### config.mk
export PLATFORM = sky130hd
export DESIGN_NAME = keypad_scan_event
export DESIGN_NICKNAME = d
export VERILOG_FILES = /design/src/rtl/keypad_scan_event.sv
export SDC_FILE = /design/constraint.sdc
export NUM_CORES = 1
export LEC_CHECK = 0
export BUFFER_PORTS_ARGS = -buffer_cell sky130_fd_sc_hd__buf_2
export CORE_MARGIN = 2
export CORE_UTILIZATION = 45
export CTS_CLUSTER_DIAMETER = 40
export CTS_CLUSTER_SIZE = 16
export DETAILED_ROUTE_END_ITERATION = 10
export GPL_TIMING_DRIVEN = 0
export PLACE_DENSITY_LB_ADDON = 0.2
export SLEW_MARGIN = 20
export SYNTH_ARGS = -nofsm -noshare
export SYNTH_HDL_FRONTEND = slang
export SYNTH_SLANG_ARGS = --single-unit
### constraint.sdc
create_clock -name clk_i -period 2.6 [get_ports clk_i]
set_clock_uncertainty 0.05 [all_clocks]
set_input_delay 0.13 -clock clk_i [delete_from_list [all_inputs] [get_ports clk_i]]
set_output_delay 0.13 -clock clk_i [all_outputs]
set_load 0.01 [all_outputs]
### src/rtl/keypad_scan_event.sv
// 4x4 matrix keypad scanner: drives one column at a time, debounces the
// synchronized row returns and turns each physical press into one key event.
module keypad_scan_event #(
    parameter int unsigned SETTLE_CYCLES  = 4,
    parameter int unsigned DEBOUNCE_SCANS = 3
) (
    input  logic       clk_i,
    input  logic       reset_i,
    input  logic [3:0] row_i,
    output logic [3:0] shift_col_o,
    output logic       key_valid_o,
    output logic [3:0] key_code_o,
    output logic       key_held_o
);

    // state   | meaning
    // SCAN    | rotating columns, waiting for exactly one row low at a sample
    // CAND    | column parked, counting identical single-key samples
    // PRESSED | event issued, column parked, counting released samples

    typedef enum logic [1:0] {
        ST_SCAN    = 2'd0,
        ST_CAND    = 2'd1,
        ST_PRESSED = 2'd2
    } state_t;

    localparam int unsigned   DW              = $clog2(SETTLE_CYCLES) + 1;
    localparam int unsigned   CW              = $clog2(DEBOUNCE_SCANS) + 1;
    localparam logic [DW-1:0] DWELL_LAST      = DW'(SETTLE_CYCLES - 1);
    localparam logic [CW-1:0] CNT_TARGET      = CW'(DEBOUNCE_SCANS);
    localparam logic [CW-1:0] CNT_ONE         = CW'(1);
    localparam logic [CW-1:0] CNT_MAX         = {CW{1'b1}};
    localparam logic [3:0]    COL_FIRST       = 4'b1110;
    localparam bit            ONE_SCAN_ACCEPT = (DEBOUNCE_SCANS <= 1);

    state_t        state_q, state_d;
    logic [3:0]    row_meta_q, row_s_q;
    logic [DW-1:0] dwell_q, dwell_d;
    logic [3:0]    col_q, col_d;
    logic [1:0]    cand_row_q, cand_row_d;
    logic [CW-1:0] match_cnt_q, match_cnt_d;
    logic [CW-1:0] rel_cnt_q, rel_cnt_d;
    logic          key_valid_q, key_valid_d;
    logic [3:0]    key_code_q, key_code_d;
    logic          key_held_q, key_held_d;

    logic          sample;
    logic [2:0]    zero_cnt;
    logic          row_none;
    logic          row_single;
    logic [1:0]    row_idx;
    logic [1:0]    col_idx;
    logic [3:0]    col_rot;
    logic [CW-1:0] match_inc;
    logic [CW-1:0] rel_inc;
    logic          accept;

    function automatic logic [CW-1:0] sat_inc(input logic [CW-1:0] v);
        return (v == CNT_MAX) ? v : v + CW'(1);
    endfunction

    function automatic logic [3:0] key_map(input logic [1:0] r, input logic [1:0] c);
        logic [3:0] code;
        code = 4'h0;
        case ({r, c})
            4'h0: code = 4'h1;
            4'h1: code = 4'h2;
            4'h2: code = 4'h3;
            4'h3: code = 4'hA;
            4'h4: code = 4'h4;
            4'h5: code = 4'h5;
            4'h6: code = 4'h6;
            4'h7: code = 4'hB;
            4'h8: code = 4'h7;
            4'h9: code = 4'h8;
            4'hA: code = 4'h9;
            4'hB: code = 4'hC;
            4'hC: code = 4'hE;
            4'hD: code = 4'h0;
            4'hE: code = 4'hF;
            4'hF: code = 4'hD;
            default: code = 4'h0;
        endcase
        return code;
    endfunction

    // Rows are asynchronous to clk_i; nothing downstream looks at row_meta_q.
    always_ff @(posedge clk_i) begin
        if (reset_i) begin
            row_meta_q <= 4'hF;
            row_s_q    <= 4'hF;
        end else begin
            row_meta_q <= row_i;
            row_s_q    <= row_meta_q;
        end
    end

    always_comb begin
        zero_cnt = 3'd0;
        for (int i = 0; i < 4; i++) begin
            zero_cnt = zero_cnt + {2'b00, ~row_s_q[i]};
        end
    end

    assign row_none   = (zero_cnt == 3'd0);
    assign row_single = (zero_cnt == 3'd1);
    assign sample     = (dwell_q == DWELL_LAST);
    assign col_rot    = {col_q[2:0], col_q[3]};
    assign match_inc  = sat_inc(match_cnt_q);
    assign rel_inc    = sat_inc(rel_cnt_q);

    always_comb begin
        row_idx = 2'd0;
        case (row_s_q)
            4'b1110: row_idx = 2'd0;
            4'b1101: row_idx = 2'd1;
            4'b1011: row_idx = 2'd2;
            4'b0111: row_idx = 2'd3;
            default: row_idx = 2'd0;
        endcase
    end

    always_comb begin
        col_idx = 2'd0;
        case (col_q)
            4'b1110: col_idx = 2'd0;
            4'b1101: col_idx = 2'd1;
            4'b1011: col_idx = 2'd2;
            4'b0111: col_idx = 2'd3;
            default: col_idx = 2'd0;
        endcase
    end

    always_comb begin
        state_d     = state_q;
        col_d       = col_q;
        cand_row_d  = cand_row_q;
        match_cnt_d = match_cnt_q;
        rel_cnt_d   = rel_cnt_q;
        key_valid_d = 1'b0;
        key_code_d  = key_code_q;
        key_held_d  = key_held_q;
        dwell_d     = sample ? '0 : dwell_q + DW'(1);
        accept      = 1'b0;

        case (state_q)
            ST_SCAN: begin
                if (sample) begin
                    if (row_single) begin
                        cand_row_d  = row_idx;
                        match_cnt_d = CNT_ONE;
                        state_d     = ST_CAND;
                        accept      = ONE_SCAN_ACCEPT;
                    end else begin
                        col_d = col_rot;
                    end
                end
            end
            ST_CAND: begin
                if (sample) begin
                    if (row_none) begin
                        state_d     = ST_SCAN;
                        col_d       = col_rot;
                        match_cnt_d = '0;
                    end else if (row_single && (row_idx == cand_row_q)) begin
                        match_cnt_d = match_inc;
                        accept      = (match_inc >= CNT_TARGET);
                    end else if (row_single) begin
                        cand_row_d  = row_idx;
                        match_cnt_d = CNT_ONE;
                        accept      = ONE_SCAN_ACCEPT;
                    end else begin
                        // Ghosting / multi-key: hold the column, restart the streak.
                        match_cnt_d = '0;
                    end
                end
            end
            ST_PRESSED: begin
                if (sample) begin
                    if (row_none) begin
                        rel_cnt_d = rel_inc;
                        if (rel_inc >= CNT_TARGET) begin
                            key_held_d = 1'b0;
                            state_d    = ST_SCAN;
                            col_d      = col_rot;
                            rel_cnt_d  = '0;
                        end
                    end else begin
                        rel_cnt_d = '0;
                    end
                end
            end
            default: state_d = ST_SCAN;
        endcase

        if (accept) begin
            state_d     = ST_PRESSED;
            key_valid_d = 1'b1;
            key_held_d  = 1'b1;
            key_code_d  = key_map(row_idx, col_idx);
            match_cnt_d = '0;
            rel_cnt_d   = '0;
        end
    end

    always_ff @(posedge clk_i) begin
        if (reset_i) begin
            state_q     <= ST_SCAN;
            dwell_q     <= '0;
            col_q       <= COL_FIRST;
            cand_row_q  <= 2'd0;
            match_cnt_q <= '0;
            rel_cnt_q   <= '0;
            key_valid_q <= 1'b0;
            key_code_q  <= 4'h0;
            key_held_q  <= 1'b0;
        end else begin
            state_q     <= state_d;
            dwell_q     <= dwell_d;
            col_q       <= col_d;
            cand_row_q  <= cand_row_d;
            match_cnt_q <= match_cnt_d;
            rel_cnt_q   <= rel_cnt_d;
            key_valid_q <= key_valid_d;
            key_code_q  <= key_code_d;
            key_held_q  <= key_held_d;
        end
    end

    assign shift_col_o = col_q;
    assign key_valid_o = key_valid_q;
    assign key_code_o  = key_code_q;
    assign key_held_o  = key_held_q;

endmodule

==> flow_metrics.env <==
export IMPL_run_status="finished clean"
export IMPL_path_delay_family="adder cells"
export IMPL_post_synth_xor_area_fraction_pct=1.62
export IMPL_final_hold_worst_slack_ns=0.0432
export IMPL_main_combinational_cell_family_by_area_after_synthesis="simple AND/OR/NAND/NOR gates"
export IMPL_cts_tree="built"
export IMPL_synth_adder_area_share_pct=11.2
export IMPL_crit_arrival_ns=2.69
export IMPL_cts_htree_levels=2
export IMPL_setup_violations_final=0
export IMPL_hold_viol_final=0
export IMPL_root_buffer="sky130_fd_sc_hd__clkbuf_4"
export IMPL_ff2ff_setup_slack_ns=0.06
export IMPL_detailedRoute_firstPassIterationCount=4
export IMPL_leakage_nw=0.848
export IMPL_post_synth_instance_area_um2=1630
export IMPL_synth_simple_area_share_pct=20.8
export IMPL_number_of_filler_instances_in_the_final_layout=306
export IMPL_max_slew_worst_pin_slew_ns=0.578
export IMPL_holdCritPathClass="in2reg"
export IMPL_final_seq_area_um2=623
export IMPL_timing_critical_path_slowest_cell_delay_ns=0.53
export IMPL_vias_per_cell=5.32
export IMPL_ioPinCount=16
export IMPL_synth_compound_area_share_pct=15.7
export IMPL_globalRouteOverflowTotal=0
export IMPL_cp_depth=9
export IMPL_tightest_slew_margin_relative_to_the_limit_pct=60.9
export IMPL_synth_top_cells_by_area="sky130_fd_sc_hd__dfxtp_1 (38%), sky130_fd_sc_hd__ha_1 (10%), sky130_fd_sc_hd__mux2i_1 (5.5%)"
export IMPL_finish_net_count=227
export IMPL_finish_utilization_pct=58.0
export IMPL_critPathKind="reg2reg"
export IMPL_chipWidth_um=64.1
export IMPL_core_rowCount=21
export IMPL_postSynthAreaPerCell_um2=9.24
export IMPL_die_h_um=64.1
export IMPL_area_of_placed_instances_um2=1760
export IMPL_design_area_um2=1980
export IMPL_cp_end_kind="register"
export IMPL_drive_gt1_share_pct=25.5
export IMPL_maxCapViolCount=0
export IMPL_final_period_utilization_pct=97.8
export IMPL_place_gp_congestion=0.767
export IMPL_worstSkewPairLatency_ns=0.33
export IMPL_netlist_instances=176
export IMPL_yosys_top_cells_count="sky130_fd_sc_hd__dfxtp_1 (31), sky130_fd_sc_hd__nand2_1 (21), sky130_fd_sc_hd__ha_1 (13), sky130_fd_sc_hd__nor2_1 (13), sky130_fd_sc_hd__inv_1 (12)"
export IMPL_total_power_w=0.000945
export IMPL_hpwlAfterDp_um=2290
export IMPL_synth_warning_count=0
export IMPL_synthesis_nets=196
export IMPL_first_global_vias=1332
export IMPL_maxSlewViolCount=0
export IMPL_fmax_mhz=393
export IMPL_grt_first_pass_wirelength_um=5840
export IMPL_setup_repair_after_global_routing_missed_its_margin="yes"
export IMPL_reg2reg_from="row_s_q[3]"
export IMPL_cts_buffers=5
export IMPL_dieArea_um2=4110
export IMPL_synth_most_common_cell="sky130_fd_sc_hd__dfxtp_1"
export IMPL_synth_ff_latch_count=31
export IMPL_route_antenna_remaining_nets=0
export IMPL_routed_wirelength_um=3290
export IMPL_post_synth_num_cell_types=41
export IMPL_routed_wire_length_per_instance_um=13.0
export IMPL_synth_seq_area_share_pct=38.2
export IMPL_grt_max_degree=11
export IMPL_synthArstFlopShare_pct=0
export IMPL_worst_ep_required_time_ns=2.75
export IMPL_placement_io_buffers=15
export IMPL_antenna_found_initial=0
export IMPL_post_synthesis_cell_type_with_the_largest_combined_area="sky130_fd_sc_hd__dfxtp_1"
export IMPL_cp_buffers_inverters=1
export IMPL_number_of_enable_flip_flop_cells_after_synthesis=0
export IMPL_pwr_cell_area_nw_per_um2=477
export IMPL_worst_setup_path_start_kind="register"
export IMPL_final_period_minus_worst_setup_slack_ns=2.54
export IMPL_cts_max_path_buffers=2
export IMPL_clkTransAtPathRegs_ns=0.09
export IMPL_initial_utilization_pct=47.6
export IMPL_worstPathMaxFanout=4
export IMPL_synth_area_mux_share_pct=7.62
export IMPL_irDropWorstVdd_v=0.000239
export IMPL_setup_worst_path_start="row_s_q[3]"
export IMPL_drt_initial_drc_count=87
export IMPL_coreArea_um2=3420
export IMPL_cts_sinks=31
export IMPL_cells_along_the_critical_path="fa_1 -> inv_1 -> ha_2 -> ha_4 -> or3_4 -> a211oi_4 -> o21ai_4 -> mux2i_1 -> nand2_1"
export IMPL_multi_input_comb_area_um2=988
export IMPL_antenna_cells_inserted=0
export IMPL_netlist_area_leader_share_pct=38.2
export IMPL_worst_r2r_cell_count=9
export IMPL_synthToLayoutAreaGrowth_pct=21.8
export IMPL_drc=0
export IMPL_crit_end="shift_col_o[3]"
export IMPL_reg2reg_to="shift_col_o[3]"
export IMPL_ys_flop_type="sky130_fd_sc_hd__dfxtp_1"
export IMPL_crit_path_top_delay_cell="sky130_fd_sc_hd__fa_1"
export IMPL_groute_usage_overall_pct=18.2
export IMPL_num_vias=1351
==> sequential cells by signal, summed over array words and instances, names as in the netlist <==
register     cells
shift_col_o      4
row_meta_q       4
cand_row_q       2
match_cnt_q      3
key_held_o       1
key_code_o       4
key_valid_o      1
state_q          2
dwell_q          3
row_s_q          4
rel_cnt_q        3
==> worst reg2reg max path, stage by stage, from the launching register on <==
cell and delay [ns]:
sky130_fd_sc_hd__dfxtp_2 0.34, sky130_fd_sc_hd__fa_1 0.53, sky130_fd_sc_hd__inv_1 0.05, sky130_fd_sc_hd__ha_2 0.18, sky130_fd_sc_hd__ha_4 0.26, sky130_fd_sc_hd__or3_4 0.37
sky130_fd_sc_hd__a211oi_4 0.28, sky130_fd_sc_hd__o21ai_4 0.13, sky130_fd_sc_hd__mux2i_1 0.19, sky130_fd_sc_hd__nand2_1 0.07
==> power breakdown <==
group	switching, W	internal (W)	total [W]	leakage, nW
Combinational	0.0000652	0.0000597	0.000125	0.558
Sequential	0.00000930	0.000489	0.000498	0.252
Clock	0.000163	0.000159	0.000322	0.0386
==> metal layers <==
metal	GRT usage, %	vias up	share of wire (%)
li1	-	683	-
met1	21.1	644	45
met2	33.1	19	51
met3	4.23	5	2.9
met4	5.59	0	1.0
met5	0	-	0
==> cells by family (layout without fill, tap and decap cells) <==
kind of cell               count (synthesis)  in the layout
and+or+nand+nor                           68             68
muxes                                     11             11
adders and majority gates                 14             14
DFF                                       31             31
AOI/OAI and AO/OA                         32             32
buffers and inverters                     17             49
xor gates and xnor gates                   3              3
==> how the worst min path moves through the flow <==
stage | start | endpoint | slack [ns] | cells past startpoint
3_5_place_dp | row_i[3] | row_meta_q[3] | 0.27 | 2
2_1_floorplan | row_i[0] | row_meta_q[0] | 0.18 | 1
3_3_place_gp | row_i[3] | row_meta_q[3] | 0.26 | 2
6_report | reset_i | row_s_q[3] | 0.04 | 2
4_1_cts | reset_i | row_s_q[3] | 0.03 | 2
5_1_grt | reset_i | row_s_q[3] | 0.04 | 2
==> cells in the final DEF (no fill, tap or decap), drive strengths merged, types with 2 or more instances in the layout <==
cell type,n
dfxtp,31
buf,22
nand2,21
nor2,13
ha,13
inv,12
clkbuf,11
mux2i,9
nand3,8
or2,8
o21ai,7
nor3,5
a21oi,5
a31oi,4
dlygate4sd3,4
a211oi,4
xor2,3
a211o,3
and4b,2
nand4,2
o2111ai,2
or3,2
nor3b,2
==> timing repair <==
| action | CTS | global route |
|---|---|---|
| setup endpoints to repair | 18 | 16 |
| hold buffers | 4 | 0 |
| pin swaps | 2 | 6 |
| gates resized for setup | 7 | 6 |
| cloned | 0 | 0 |
| hold endpoints to repair | 4 | 0 |
| buffers inserted | 3 | 2 |
==> metrics by stage <==
stage               setup slack, ns  TNS, ns  instances
global placement             -0.265    -2.59        237
finish                       0.0583        0        254
global route                -0.0635   -0.178        254
floorplan                    0.0542        0        176
CTS                          0.0676        0        252
detailed placement           -0.258    -2.56        237
==> final cells by class <==
cell class                 instances  share of cell area (%)
buffer                             5                    1.70
clock buffer                       8                    3.47
inverter                          12                    2.27
multi-input combinational        128                    49.9
sequential                        31                    31.4
tap                               46                    2.90
timing repair buffer              24                    8.33
No activity file was read; power rests on OpenSTA's default activity.
